[src/rtl/pwm_duty_sequencer_pkg.sv]
// Shared constants and the FSM state encoding for the PWM duty sequencer.
//   DUTY_W    : duty width, equal to the pwm_generator duty_cycle width
//   FRAME_LEN : clocks per PWM frame (2**DUTY_W)
//   state_t   : sequencer FSM states
package pwm_pkg;

    localparam int DUTY_W    = 4;
    localparam int FRAME_LEN = 2 ** DUTY_W;

    typedef enum logic [1:0] {
        IDLE  = 2'd0,
        GRANT = 2'd1,
        RAMP  = 2'd2
    } state_t;

endpackage

[src/rtl/pwm_duty_sequencer_if.sv]
// Request/grant bundle between the duty requesters and the sequencer.
//   req      : per-requester duty-change request
//   req_duty : requested duty, requester i uses [i*DUTY_W +: DUTY_W]
//   grant    : one-hot, single-cycle acceptance pulse
//
// Handshake: a requester raises req[i] with req_duty slice i and holds both
// stable until it sees grant[i] high for one cycle, then drops req[i]. The
// transfer completes in the cycle grant[i] is high. A req[i] still high one
// cycle after its grant is a brand-new request.
interface pwm_duty_sequencer_if #(
    parameter int NUM_REQ = 3,
    parameter int DUTY_W  = pwm_pkg::DUTY_W
);
    logic [NUM_REQ-1:0]        req;
    logic [NUM_REQ*DUTY_W-1:0] req_duty;
    logic [NUM_REQ-1:0]        grant;

    modport master (output req, output req_duty, input grant);
    modport slave  (input req, input req_duty, output grant);
endinterface

[src/rtl/pwm_duty_sequencer_rr_arbiter.sv]
// Round-robin priority select: picks the first set request bit at or after
// the pointer, searching upward and wrapping.
//   i_req    : request vector
//   i_ptr    : highest-priority index
//   o_valid  : any request set
//   o_sel    : index of the selected request
//   o_onehot : one-hot form of o_sel (zero when nothing is selected)
module rr_arbiter #(
    parameter int NUM_REQ = 3,
    parameter int PTR_W   = 2
) (
    input  logic [NUM_REQ-1:0] i_req,
    input  logic [PTR_W-1:0]   i_ptr,
    output logic               o_valid,
    output logic [PTR_W-1:0]   o_sel,
    output logic [NUM_REQ-1:0] o_onehot
);
    int w_idx;

    // Scan from the farthest position back to the pointer so that the
    // closest set bit (offset 0 first) is the last one written and wins.
    always_comb begin
        o_valid  = 1'b0;
        o_sel    = '0;
        o_onehot = '0;
        w_idx    = 0;
        for (int k = NUM_REQ - 1; k >= 0; k--) begin
            w_idx = (int'(i_ptr) + k) % NUM_REQ;
            if (i_req[w_idx]) begin
                o_valid  = 1'b1;
                o_sel    = PTR_W'(w_idx);
                o_onehot = NUM_REQ'(1) << w_idx;
            end
        end
    end
endmodule

[src/rtl/pwm_duty_sequencer.sv]
// Duty sequencer in front of pwm_generator. Shares one PWM channel between
// NUM_REQ requesters (round robin), applies duty changes only at PWM frame
// wraps and ramps one count per frame toward the granted target.
//   clk_3125KHz : system clock (same as pwm_generator)
//   rst_n       : asynchronous active-low reset
//   bus         : req / req_duty in, grant out
//   duty_cycle  : duty currently applied, to pwm_generator.duty_cycle
//   target_duty : latched target of the active ramp
//   frame_start : high during the cycle frame_cnt == 0
//   busy        : high while ramping (state RAMP)
//   dbg_state   : current FSM state
module pwm_duty_sequencer
    import pwm_pkg::*;
#(
    parameter int NUM_REQ = 3
) (
    input  logic                clk_3125KHz,
    input  logic                rst_n,
    pwm_duty_sequencer_if.slave bus,
    output logic [DUTY_W-1:0]   duty_cycle,
    output logic [DUTY_W-1:0]   target_duty,
    output logic                frame_start,
    output logic                busy,
    output state_t              dbg_state
);
    localparam int                PTR_W    = $clog2(NUM_REQ);
    localparam logic [DUTY_W-1:0] LAST_CNT = DUTY_W'(FRAME_LEN - 1);

    state_t             r_state;
    state_t             w_next_state;
    logic [DUTY_W-1:0]  r_frame_cnt;
    logic               r_run;
    logic               r_frame_start;
    logic [DUTY_W-1:0]  r_duty;
    logic [DUTY_W-1:0]  r_target;
    logic [PTR_W-1:0]   r_rr_ptr;
    logic [PTR_W-1:0]   r_sel;
    logic [NUM_REQ-1:0] r_gnt_vec;
    logic               w_arb_valid;
    logic [PTR_W-1:0]   w_arb_sel;
    logic [NUM_REQ-1:0] w_arb_onehot;
    logic [PTR_W-1:0]   w_ptr_next;
    logic [DUTY_W-1:0]  w_req_duty;
    logic [DUTY_W-1:0]  w_duty_step;
    logic               w_wrap;
    logic [NUM_REQ-1:0] w_grant;
    logic               w_busy;

    rr_arbiter #(
        .NUM_REQ (NUM_REQ),
        .PTR_W   (PTR_W)
    ) u_arb (
        .i_req    (bus.req),
        .i_ptr    (r_rr_ptr),
        .o_valid  (w_arb_valid),
        .o_sel    (w_arb_sel),
        .o_onehot (w_arb_onehot)
    );

    assign w_req_duty = bus.req_duty[int'(w_arb_sel) * DUTY_W +: DUTY_W];
    assign w_ptr_next = (int'(r_sel) == NUM_REQ - 1) ? '0 : r_sel + PTR_W'(1);

    // Step toward the target; the compare picks the direction so 15+1 and
    // 0-1 are never formed.
    always_comb begin
        w_duty_step = r_duty;
        if (r_duty < r_target) begin
            w_duty_step = r_duty + DUTY_W'(1);
        end else if (r_duty > r_target) begin
            w_duty_step = r_duty - DUTY_W'(1);
        end
    end

    // Frame counter. The first edge after reset release only arms the
    // counter, so frame_cnt is still 0 (and frame_start high) for the first
    // full cycle after release; from then on it free-runs and wraps.
    always_ff @(posedge clk_3125KHz or negedge rst_n) begin
        if (!rst_n) begin
            r_run         <= 1'b0;
            r_frame_cnt   <= '0;
            r_frame_start <= 1'b0;
        end else if (!r_run) begin
            r_run         <= 1'b1;
            r_frame_start <= 1'b1;
        end else begin
            r_frame_cnt   <= r_frame_cnt + DUTY_W'(1);
            r_frame_start <= (r_frame_cnt == LAST_CNT);
        end
    end

    // High on the edge where frame_cnt goes 15 -> 0.
    assign w_wrap = r_run && (r_frame_cnt == LAST_CNT);

    // FSM: state register
    always_ff @(posedge clk_3125KHz or negedge rst_n) begin
        if (!rst_n) begin
            r_state <= IDLE;
        end else begin
            r_state <= w_next_state;
        end
    end

    // FSM: next state
    always_comb begin
        w_next_state = r_state;
        case (r_state)
            IDLE: begin
                if (w_arb_valid) begin
                    w_next_state = GRANT;
                end
            end
            GRANT: begin
                w_next_state = (r_target == r_duty) ? IDLE : RAMP;
            end
            RAMP: begin
                if (w_wrap && (w_duty_step == r_target)) begin
                    w_next_state = IDLE;
                end
            end
            default: w_next_state = IDLE;
        endcase
    end

    // FSM: outputs
    always_comb begin
        w_grant = '0;
        w_busy  = 1'b0;
        case (r_state)
            GRANT:   w_grant = r_gnt_vec;
            RAMP:    w_busy  = 1'b1;
            default: ;
        endcase
    end

    // Datapath: request latch, round-robin pointer and duty stepping.
    always_ff @(posedge clk_3125KHz or negedge rst_n) begin
        if (!rst_n) begin
            r_target  <= '0;
            r_sel     <= '0;
            r_gnt_vec <= '0;
            r_rr_ptr  <= '0;
            r_duty    <= '0;
        end else begin
            if (r_state == IDLE && w_arb_valid) begin
                r_target  <= w_req_duty;
                r_sel     <= w_arb_sel;
                r_gnt_vec <= w_arb_onehot;
            end
            if (r_state == GRANT) begin
                r_rr_ptr <= w_ptr_next;
            end
            // Only RAMP steps, so a grant coinciding with a wrap skips that frame.
            if (r_state == RAMP && w_wrap) begin
                r_duty <= w_duty_step;
            end
        end
    end

    assign bus.grant   = w_grant;
    assign busy        = w_busy;
    assign duty_cycle  = r_duty;
    assign target_duty = r_target;
    assign frame_start = r_frame_start;
    assign dbg_state   = r_state;

endmodule
[src/flat_wrapper.sv]
// flat-port wrapper written by rule: the top's interface ports become plain ports
module pwm_duty_sequencer_flat import pwm_pkg::*;
#(
    parameter int NUM_REQ = 3
)
  (clk_3125KHz, rst_n, duty_cycle, target_duty, frame_start, busy, dbg_state, bus_req, bus_req_duty, bus_grant);
  pwm_duty_sequencer_if #(.NUM_REQ(NUM_REQ)) bus_i ();
  input  logic clk_3125KHz;
  input  logic rst_n;
  output logic [DUTY_W-1:0] duty_cycle;
  output logic [DUTY_W-1:0] target_duty;
  output logic frame_start;
  output logic busy;
  output state_t dbg_state;
  input wire logic [$bits(bus_i.req)-1:0] bus_req;
  input wire logic [$bits(bus_i.req_duty)-1:0] bus_req_duty;
  output wire logic [$bits(bus_i.grant)-1:0] bus_grant;
  assign bus_i.req = bus_req;
  assign bus_i.req_duty = bus_req_duty;
  assign bus_grant = bus_i.grant;
  pwm_duty_sequencer #(.NUM_REQ(NUM_REQ)) u_core (.clk_3125KHz(clk_3125KHz), .rst_n(rst_n), .bus(bus_i), .duty_cycle(duty_cycle), .target_duty(target_duty), .frame_start(frame_start), .busy(busy), .dbg_state(dbg_state));
endmodule
[config.mk]
export PLATFORM = sky130hd
export DESIGN_NAME = pwm_duty_sequencer_flat
export DESIGN_NICKNAME = d
export VERILOG_FILES = /design/src/rtl/pwm_duty_sequencer_pkg.sv /design/src/rtl/pwm_duty_sequencer_if.sv /design/src/rtl/pwm_duty_sequencer_rr_arbiter.sv /design/src/rtl/pwm_duty_sequencer.sv /design/src/flat_wrapper.sv
export SDC_FILE = /design/constraint.sdc
export NUM_CORES = 1
export LEC_CHECK = 0
export BUFFER_PORTS_ARGS = -buffer_cell sky130_fd_sc_hd__buf_2
export CAP_MARGIN = 40
export CELL_PAD_IN_SITES_DETAIL_PLACEMENT = 1
export CELL_PAD_IN_SITES_GLOBAL_PLACEMENT = 1
export CORE_MARGIN = 5
export CORE_UTILIZATION = 38
export CTS_CLUSTER_DIAMETER = 40
export DETAILED_ROUTE_END_ITERATION = 10
export GPL_TIMING_DRIVEN = 0
export PLACE_DENSITY_LB_ADDON = 0.1
export SETUP_SLACK_MARGIN = 0.02
export SLEW_MARGIN = 20
export SYNTH_ARGS = -nofsm -noshare
export SYNTH_HDL_FRONTEND = slang
export SYNTH_SLANG_ARGS = --single-unit
[constraint.sdc]
create_clock -name clk_3125KHz -period 2.3 [get_ports clk_3125KHz]
set_clock_uncertainty 0.1 [all_clocks]
set_input_delay 0.46 -clock clk_3125KHz [delete_from_list [all_inputs] [get_ports clk_3125KHz]]
set_output_delay 0.46 -clock clk_3125KHz [all_outputs]
set_load 0.03 [all_outputs]
=== Yosys cells after proc, flatten, opt, wreduce, memory -nomap -nowiden ===
Cells that the tools add are included.

* Register bits after elaboration: 23
* Input port bits: 17
* Output and inout bits: 15
* Word-level logic and storage cells: 69

* $add $sub $neg: 6
* Div/mod/pow operators: 3
* Magnitude comparators: 5
* Equality and inequality tests: 8
* Shifts and indexed selects: 4
* Muxes and demuxes: 28
* Reduce and logical (&&, ||, !) cells: 6

{| class="wikitable"
|+ Operator list
! kind !! count
|-
| $lt 32x4->1 const B || 3
|-
| $shl 1x32->3 const A || 3
|-
| $mod 32x3->32 const B || 2
|-
| $mod 3x3->32 const B || 1
|-
| $mux 2 || 7
|-
| $mux 3 || 4
|-
| $shiftx 12x5->4 || 1
|-
| $mux 1 || 11
|-
| $add 4x1->4 const B || 2
|-
| $eq 4x4->1 || 2
|-
| $mux 4 || 2
|-
| $bmux 1 s2 || 3
|-
| $pmux 2 s3 || 1
|-
| $eq 2x2->1 const B || 2
|-
| $eq 4x4->1 const B || 1
|-
| $gt 4x4->1 || 1
|-
| $logic_and 1x1->1 || 4
|-
| $lt 4x4->1 || 1
|-
| $ne 2x1->1 const B || 2
|-
| $sub 4x1->4 const B || 1
|-
| $add 2x1->3 const B || 1
|-
| $add 2x2->3 const B || 1
|-
| $add 2x1->2 const B || 1
|-
| $eq 2x1->1 const B || 1
|-
| 2 further kinds || 2
|}

=== Logic depth before layout (Yosys ltp) ===
Gate-level depths: netlist of the first run.

* Depth in word-level cells: 10
* Depth in mapped cells: 9
* Depth with buffers taken out: 8

=== Hierarchy ===
A second synthesis of the first run with hierarchy kept.

* Cell total of the unflattened synthesis: 182
* Area, all modules: 1644.1 µm²

{| class="wikitable"
|+ By module, submodules not included
! module !! instances !! cells each !! area an instance (µm²) !! sequential area each (µm²)
|-
| pwm_duty_sequencer || 1 || 138 || 1355.0 || 575.6
|-
| rr_arbiter || 1 || 44 || 289.0 || 0.0
|}

=== Worst setup path after synthesis of the first run ===
OpenSTA, ideal clock, no wires.

* Path kind: reg-to-reg
* Start point: register u_core.r_target[3], in the netlist u_core.target_duty[3]
* End point: register u_core.r_state[1], in the netlist u_core.dbg_state[1]
* Setup time: 0.131 ns
* Arrival time: 2.130 ns
* Data required time: 2.069 ns
* Setup slack: -0.062 ns
* Stages on the path, launching flop included: 9
* Buffers on the path: 0
* Period minus slack after synthesis: 2.362 ns
* Cell sequence: dfrtp_1 inv_1 ha_1 a21o_1 o31ai_1 xnor2_1 nand2_1 a2111oi_0 o21ai_1

* Word-level cells in the longest chain between the ends: 7
* Elaborated cells between the ends (all ways): 11
* Those cells by class: 2 x order compare; 3 x eq/ne; 4 x mux; 2 x reduce/logical

{| class="wikitable"
|+ Ends and longest elaborated chain
! what !! RTL line !! text
|-
| start: declaration || pwm_duty_sequencer.sv:35 || <nowiki>logic [DUTY_W-1:0] r_target;</nowiki>
|-
| start signal: assignment || pwm_duty_sequencer.sv:145 || <nowiki>r_target <= w_req_duty;</nowiki>
|-
| $gt 4x4->1 || pwm_duty_sequencer.sv:69 || <nowiki>end else if (r_duty > r_target) begin</nowiki>
|-
| $mux 4 || pwm_duty_sequencer.sv:69 ||
|-
| $mux 4 || pwm_duty_sequencer.sv:67 || <nowiki>if (r_duty < r_target) begin</nowiki>
|-
| $eq 4x4->1 || pwm_duty_sequencer.sv:116 || <nowiki>if (w_wrap && (w_duty_step == r_target)) begin</nowiki>
|-
| $logic_and 1x1->1 || pwm_duty_sequencer.sv:116 ||
|-
| $ne 2x1->1 (no source line) || -- ||
|-
| $reduce_and 2->1 (no source line) || -- ||
|-
| end signal: assignment || pwm_duty_sequencer.sv:99 || <nowiki>r_state <= w_next_state;</nowiki>
|-
| end: declaration || pwm_duty_sequencer.sv:29 || <nowiki>state_t r_state;</nowiki>
|}

Several ways; a longest one is shown, not always the timed one.
A chain may end at the register's enable or synchronous reset.

=== Worst setup path after layout of the first run ===
* Start point: register u_core.r_rr_ptr[0]
* End point: register u_core.r_target[0], in the netlist u_core.target_duty[0]

* Word-level cells in the longest chain between the ends: 9
* Elaborated cells between the ends (all ways): 22
* Those cells by class: 2 x add/sub; 3 x div; 1 x shift; 15 x mux; 1 x reduce/logical

{| class="wikitable"
|+ Ends and longest elaborated chain
! what !! RTL line !! text
|-
| start: declaration || pwm_duty_sequencer.sv:36 || <nowiki>logic [PTR_W-1:0] r_rr_ptr;</nowiki>
|-
| start signal: assignment || pwm_duty_sequencer.sv:150 || <nowiki>r_rr_ptr <= w_ptr_next;</nowiki>
|-
| $add 2x2->3 || pwm_duty_sequencer_rr_arbiter.sv:28 || <nowiki>w_idx = (int'(i_ptr) + k) % NUM_REQ;</nowiki>
|-
| $mod 32x3->32 || pwm_duty_sequencer_rr_arbiter.sv:28 ||
|-
| $bmux 1 s2 || pwm_duty_sequencer_rr_arbiter.sv:29 || <nowiki>if (i_req[w_idx]) begin</nowiki>
|-
| $mux 1 (not written as such) (2 in series) || pwm_duty_sequencer_rr_arbiter.sv:29 ||
|-
| $mux 2 or $mux 1 (tied branches) (3 in series) || pwm_duty_sequencer_rr_arbiter.sv:29 ||
|-
| $shiftx 12x5->4 or $logic_and 1x1->1 (tied branches) || pwm_duty_sequencer.sv:60, pwm_duty_sequencer.sv:144 ||
|}

Several ways; a longest one is shown, not always the timed one. The select of a mux whose other input is x is not followed.

==> out/metrics.csv, run 1 <==
metric,value,unit
wire per inst,18.09,µm
initial antenna violation count,0,
"Setup violations, final",0,
Critical Path RT,2.37,ns
Die Ht,76.35,µm
CTS Buffer Depth,2,
ys flop type,dfrtp_1,
RSZ-0062 raised after global routing,true,
RR Startpoint,u_core.r_rr_ptr[0]$_DFFE_PN0P_,
routed vias/inst,5.480,
DRC viols,0,
met3 wire length,179,µm
First DRT Iteration DRCs,68,
final hold slack,0.06230,ns
Antenna Nets Post-Route,0,
Worst setup EP type,flop,
ant diodes,0,
CP Class,flop to flop,
Post-Route M1 WL,2137,µm
Final GP Congestion,0.7833,
Synth cell types,47,
Hold WC Path Type,primary input to asynchronous set/reset pin,
final core utilization,0.5136,
fillcell total,506,
TritonRoute pass-1 iters,4,
Reg2Reg Setup Slack,0.03,ns
Max VDD drop,0.4966,mV
grt ovf,0,
Total GRT Usage,0.1651,
register area share after synthesis,0.3441,
full die area,5829,µm²
Met2 Wirelength,2620,µm
post-synthesis register bit count,23,
outcome,"finished, final reports clean",
Mapped Area,1673,µm²
final hold violation count,0,
Slew @ Worst Pin,0.6651,ns
syn nets,202,
layout cell share with drive strength beyond 1,0.4170,
clock-pin slew on the worst setup and hold paths,0.09,ns
largest net degree at the start of global routing,24,
Max-slew headroom,0.5532,
vias in the first global route,1593,
RR Endpoint,u_core.target_duty[0]$_DFFE_PN0P_,
Clock Latency Late Sink,0.27,ns
Port Buffers,31,
Top Layer Used,met4,
Worst Setup Start Kind,flop,
max cap viols,0,
CTS tree,done,
H-tree depth,1,
PwrDens,1334,nW/µm²
syn avg cell area,9.614,µm²
post-synthesis cell count,174,
Sink Count,23,
CP max FO,3,
Leak,0.9751,nW
CP arrival,2.33,ns
Die Wd,76.35,µm
final WL,4974,µm
clock period minus worst slack,2.268,ns
Yosys warning count,0,
cell depth of the worst flop-to-flop path,7,
Syn-to-layout area delta,32.76,%
ys async rst share,1.000,
Core Footprint,4324,µm²
Root Driver,clkbuf_8,
max-slew violations,0,
period utilization,0.9862,
total number of vias,1507,
Num CTS Buffers,3,
initial core utilization,0.3869,
fin nets,252,
first-pass GRT wire length,7983,µm
Rows,24,
post-detail-place hpwl,3542,µm
fmax,440.9,MHz
I/O pin cnt,32,
number of flops mapped to enable cells by yosys,0,
==> registers in the layout, summed over array words and instances (netlist names), 2 cells and up <==
register            count
u_core.dbg_state        2
u_core.duty_cycle       4
u_core.r_frame_cnt      4
u_core.r_gnt_vec        3
u_core.r_rr_ptr         2
u_core.r_sel            2
u_core.target_duty      4
==> placed cells by master (no fill, tap or decap), types with 6 or more instances in the layout <==
cell / Yosys / routed
nor2_1: 8 / 7
buf_2: 0 / 31
inv_1: 12 / 10
ha_4: 0 / 6
nand2_1: 14 / 14
dfrtp_1: 23 / 18
buf_4: 4 / 17
mux2_2: 6 / 6
a21oi_1: 12 / 10
mux2i_1: 9 / 9
==> logic make-up (layout without fill, tap and decap cells) <==
kind of cell	Yosys count	after routing	synth area share
and+or+nand+nor	49	49	0.1488
AOI/OAI and AO/OA	40	40	0.1675
DFF	23	23	0.3441
muxes	21	21	0.1414
buffers and inverters	17	66	0.04712
adders and majority gates	13	13	0.09648
xor gates and xnor gates	10	10	0.05235
other	1	1	0.002242
==> synthesized netlist by cell type (all sizes together), types with 3 or more instances <==
cell | count | area share
dfrtp | 23 | 0.34
and2 | 3 | 0.011
nand4 | 3 | 0.011
xnor2 | 5 | 0.026
nor2b | 4 | 0.015
nand2 | 14 | 0.031
nor2 | 8 | 0.018
mux2i | 9 | 0.054
xor2 | 5 | 0.026
a21oi | 12 | 0.036
buf | 4 | 0.018
ha | 11 | 0.082
o21ai | 8 | 0.024
nand2b | 3 | 0.011
nand3 | 5 | 0.015
inv | 13 | 0.029
mux2 | 12 | 0.088
==> worst max path at each step <==
stage                                       from                           endpoint  slack, ns  depth (start not counted)
3_5_place_dp      u_core.r_rr_ptr[1]$_DFFE_PN0P_  u_core.target_duty[0]$_DFFE_PN0P_      -0.23                          8
6_report          u_core.r_rr_ptr[0]$_DFFE_PN0P_  u_core.target_duty[0]$_DFFE_PN0P_       0.03                          7
3_3_place_gp    u_core.duty_cycle[3]$_DFFE_PN0P_    u_core.dbg_state[1]$_DFFE_PN0P_      -0.22                          7
2_1_floorplan  u_core.target_duty[1]$_DFFE_PN0P_    u_core.dbg_state[1]$_DFFE_PN0P_       0.02                          8
4_1_cts           u_core.r_rr_ptr[0]$_DFFE_PN0P_  u_core.target_duty[0]$_DFFE_PN0P_      0.002                          7
5_1_grt        u_core.target_duty[1]$_DFFE_PN0P_    u_core.dbg_state[1]$_DFFE_PN0P_      -0.05                          8
==> area by class of cell <==
type	count	area [µm²]	area share
plain buffers	4	33.78	0.01521
clock buffers	3	41.29	0.01859
clock inverters	1	7.507	0.003380
inverters	13	48.80	0.02197
multi-input cells	134	1182	0.5324
flip-flops and latches	23	581.8	0.2620
well taps	52	65.06	0.02930
repair buffers	45	260.3	0.1172
==> worst max-delay path: stages, from the launching register on <==
cell	delay, ns
dfrtp_1	0.42
inv_2	0.09
ha_4	0.21
maj3_4	0.33
o221ai_4	0.17
mux2_4	0.32
mux2_4	0.26
mux2_4	0.25
==> per-layer routing <==
metal,vias up,GRT usage
met4,0,0.04720
li1,728,-
met5,-,0
met3,5,0.03073
met1,745,0.2023
met2,29,0.2920
==> timing repair <==
| action | CTS | global route |
|---|---|---|
| gates cloned | 0 | 0 |
| endpoints found under the setup margin | 8 | 8 |
| hold endpoints to repair | 0 | 0 |
| pin swaps | 6 | 7 |
| hold buffers | 0 | 0 |
| buffers inserted | 6 | 8 |
| resized for setup | 13 | 16 |
==> stage by stage <==
| stage | area [µm²] | worst slack [ns] | total power, W | setup TNS, ns | cells |
|---|---|---|---|---|---|
| floorplan | 1692 | 0.01662 | 0.001839 | 0 | 174 |
| global placement | 1912 | -0.2176 | 0.002134 | -0.3370 | 257 |
| detailed placement | 1912 | -0.2305 | 0.002227 | -0.4909 | 257 |
| CTS | 2061 | 0.001520 | 0.002685 | 0 | 267 |
| global route | 2221 | -0.05044 | 0.003192 | -0.09216 | 275 |
| finish | 2221 | 0.03174 | 0.002962 | 0 | 275 |
==> power breakdown <==
part / total (W) / internal, W / switching [W]
Clock: 0.000265 / 0.000123 / 0.000142
Combinational: 0.00197 / 0.000900 / 0.00107
Sequential: 0.000729 / 0.000564 / 0.000165
Note: power is estimated with default switching activity, not from simulation.
==> run 2: changes to the inputs <==
--- a/config.mk
+++ b/config.mk
@@ -10,7 +10,7 @@
 export CELL_PAD_IN_SITES_DETAIL_PLACEMENT = 1
 export CELL_PAD_IN_SITES_GLOBAL_PLACEMENT = 1
 export CORE_MARGIN = 5
-export CORE_UTILIZATION = 38
+export CORE_UTILIZATION = 37
 export CTS_CLUSTER_DIAMETER = 40
 export DETAILED_ROUTE_END_ITERATION = 10
 export GPL_TIMING_DRIVEN = 0
@@ -19,4 +19,5 @@
 export SLEW_MARGIN = 20
 export SYNTH_ARGS = -nofsm -noshare
 export SYNTH_HDL_FRONTEND = slang
+export SYNTH_HIERARCHICAL = 1
 export SYNTH_SLANG_ARGS = --single-unit
==> run 2 against run 1 <==
Effect of this change:
- the flow now finishes with violations (negative setup slack)
- highest routed layer unchanged
- total power rose by 6.9%
- die area rose by 0.81%
- non-clock buffer count rose by 4
- combinational power rose by 7%
- first-iteration DRC count fell by 25%
- synthesized cell count rose by 4.6%
- final area fell by 0.23%
- wire length rose by 3.0%
- cell count rose by 4.0%
- critical path depth rose by 2
- critical path type unchanged
- core utilization fell by 0.12 points
==> out/metrics.csv, run 2 <==
metric,value,unit
outcome,finished with violations,
failing checks,negative setup slack,
syn avg cell area,9.033,µm²
ant diodes,0,
crit-path cells,inv_2 -> ha_4 -> buf_6 -> mux2i_4 -> mux2i_2 -> or3_1 -> nor3b_4 -> buf_6 -> mux2_4,
Die Wd,76.66,µm
"most common cell after layout, fill and taps aside",buf_2,
top cell type's share of synthesized area,0.3501,
total number of vias,1544,
first-pass GRT wire length,8583,µm
Final Cell Area,2216,µm²
CP max-delay cell,dfrtp_2,
PnR worst setup slack,-0.04415,ns
largest family of logic cells by synthesized area,simple AND/OR/NAND/NOR gates,
Total GRT Usage,0.1761,
Worst setup EP type,flop,
Area after DPL,1919,µm²
post-synthesis register bit count,23,
clock-pin slew on the worst setup and hold paths,0.09,ns
max cap viols,0,
wire per inst,17.91,µm
fillcell total,536,
DRC viols,0,
RSZ-0062 raised after global routing,true,
final hold slack,0.05737,ns
Sink Count,23,
Critical Path RT,2.36,ns
multiplexer area fraction after synthesis,0.09056,
PwrDens,1429,nW/µm²
most frequent cells after synthesis,"dfrtp_1, nand2_1, a21oi_1, nor2_1, ha_1",
H-tree depth,1,
Clock Latency Late Sink,0.27,ns
Synth area leader,dfrtp_1,
Most common cell on crit path,buf_6,
most frequent cells in the layout,"buf_2, nand2_1, dfrtp_1, a21oi_1, buf_4",
Synth cell types,48,
multi-input logic area,1135,µm²
register area share after synthesis,0.3501,
fin nets,263,
register area,581.8,µm²
grt ovf,0,
CP Class,flop to flop,
syn nets,210,
Worst Setup Start Kind,flop,
vias in the first global route,1735,
Rows,24,
Yosys warning count,6,
initial antenna violation count,0,
Root Driver,clkbuf_8,
Max VDD drop,0.6291,mV
Hold WC Path Type,primary input to asynchronous set/reset pin,
initial core utilization,0.3802,
fmax,426.6,MHz
CTS Buffer Depth,2,
Leak,1.043,nW
top post-synthesis cells by area,"dfrtp_1, ha_1, a21oi_1, nand2_1, mux2i_1",
final WL,5121,µm
layout cell share with drive strength beyond 1,0.4103,
period utilization,1.019,
Num CTS Buffers,3,
I/O pin cnt,32,
Synth Area in Adders,0.08371,
Die Ht,76.66,µm
Slew @ Worst Pin,0.6151,ns
largest net degree at the start of global routing,24,
XOR/XNOR Fraction of Synth Area,0.05327,
TritonRoute pass-1 iters,4,
ys async rst share,1.000,
Final GP Congestion,0.8981,
post-detail-place hpwl,3635,µm
Mapped Area,1644,µm²
Max-slew headroom,0.5867,
max-slew violations,0,
Port Buffers,31,
clock period minus worst slack,2.344,ns
CP arrival,2.41,ns
Core Footprint,4324,µm²
Compound-Gate Fraction of Synth Area,0.1781,
simple logic cell fraction of the synthesized area,0.1994,
CP max FO,5,
most frequent cell after synthesis,dfrtp_1,
Antenna Nets Post-Route,0,
Syn-to-layout area delta,34.78,%
post-synthesis cell count,182,
ys flop type,dfrtp_1,
full die area,5877,µm²
number of flops mapped to enable cells by yosys,0,
routed vias/inst,5.399,
CTS tree,done,
CP peak stage delay,0.45,ns
final hold violation count,0,
First DRT Iteration DRCs,51,
"Setup violations, final",5,
## run 2: changes by cell type after synthesis, moves of 3 or more
cell,delta
o21ai_1,-3
nand2_1,+5
nor2_1,+7
mux2_4,-3
a21oi_1,+6
buf_4,-4
mux2_2,-3
## run 2: through the flow
step / worst slack [ns] / util / power (W) / std cells / TNS [ns]
after floorplan: -0.006561 / - / 0.002036 / 182 / -0.006561
after global routing: -0.09894 / 0.5124 / 0.003399 / 286 / -0.7722
after global placement: -0.1691 / 0.4439 / 0.002364 / 265 / -0.7746
after detailed placement: -0.3289 / 0.4439 / 0.002471 / 265 / -1.809
final: -0.04415 / 0.5124 / 0.003167 / 286 / -0.1636
after CTS: -0.01622 / 0.4980 / 0.003044 / 283 / -0.05234
## run 2: worst max-delay path, delay by kind of cell, from the launching register on
family | cells | cell delay, ns
and+or+nand+nor | 2 | 0.54
muxes | 3 | 0.65
buffers and inverters | 3 | 0.35
adders and majority gates | 1 | 0.13
DFF | 1 | 0.45
## run 2: timing repair
action,in CTS,in global routing
pin swaps,4,3
resized for setup,23,11
cloned,2,0
endpoints found under the setup margin,10,11
setup buffers,14,4
hold buffers,0,0
## run 2: routing by layer
| layer | global-route usage | share of wire |
|---|---|---|
| met3 | 0.03513 | 0.034 |
| met4 | 0.01923 | 0.0070 |
| met1 | 0.2169 | 0.43 |
| met2 | 0.3234 | 0.52 |
| met5 | 0 | 0 |
## run 2: worst paths after layout
| kind | to | start | slack [ns] | depth (start not counted) |
|---|---|---|---|---|
| setup reg to reg | u_core/r_sel[1]$_DFFE_PN0P_ | u_core/r_rr_ptr[1]$_DFFE_PN0P_ | -0.04 | 9 |
| hold / removal | u_core/duty_cycle[2]$_DFFE_PN0P_ | rst_n | 0.06 | 1 |
| max in group asynchronous | u_core/duty_cycle[0]$_DFFE_PN0P_ | rst_n | 1.66 | 1 |
| setup / recovery | u_core/r_sel[1]$_DFFE_PN0P_ | u_core/r_rr_ptr[1]$_DFFE_PN0P_ | -0.04 | 9 |
| hold reg to reg | u_core/r_rr_ptr[0]$_DFFE_PN0P_ | u_core/r_sel[0]$_DFFE_PN0P_ | 0.40 | 1 |
| min in group clk_3125KHz | u_core/target_duty[0]$_DFFE_PN0P_ | bus_req_duty[8] | 0.39 | 3 |
## run 2: logic make-up (layout without fill, tap and decap cells)
logic type                 Yosys count  after routing
adders and majority gates           11             11
other                                1              1
muxes                               14             14
and+or+nand+nor                     64             64
DFF                                 23             23
buffers and inverters               16             68
AOI/OAI and AO/OA                   43             43
xor gates and xnor gates            10             10
## run 2: where the power goes
| group | total [W] | internal [W] | switching (W) | leakage [nW] |
|---|---|---|---|---|
| combinational | 0.00211 | 0.000986 | 0.00112 | 0.749 |
| clock | 0.000266 | 0.000123 | 0.000143 | 0.0217 |
| sequential | 0.000795 | 0.000581 | 0.000214 | 0.273 |
## run 2: area by class of cell
type	instances	area share
clock inverter	1	0.003388
tap	52	0.02936
multi-input combinational	143	0.5121
inverter	11	0.01863
sequential	23	0.2626
timing repair buffer	50	0.1383
buffer	3	0.01694
clock buffer	3	0.01863
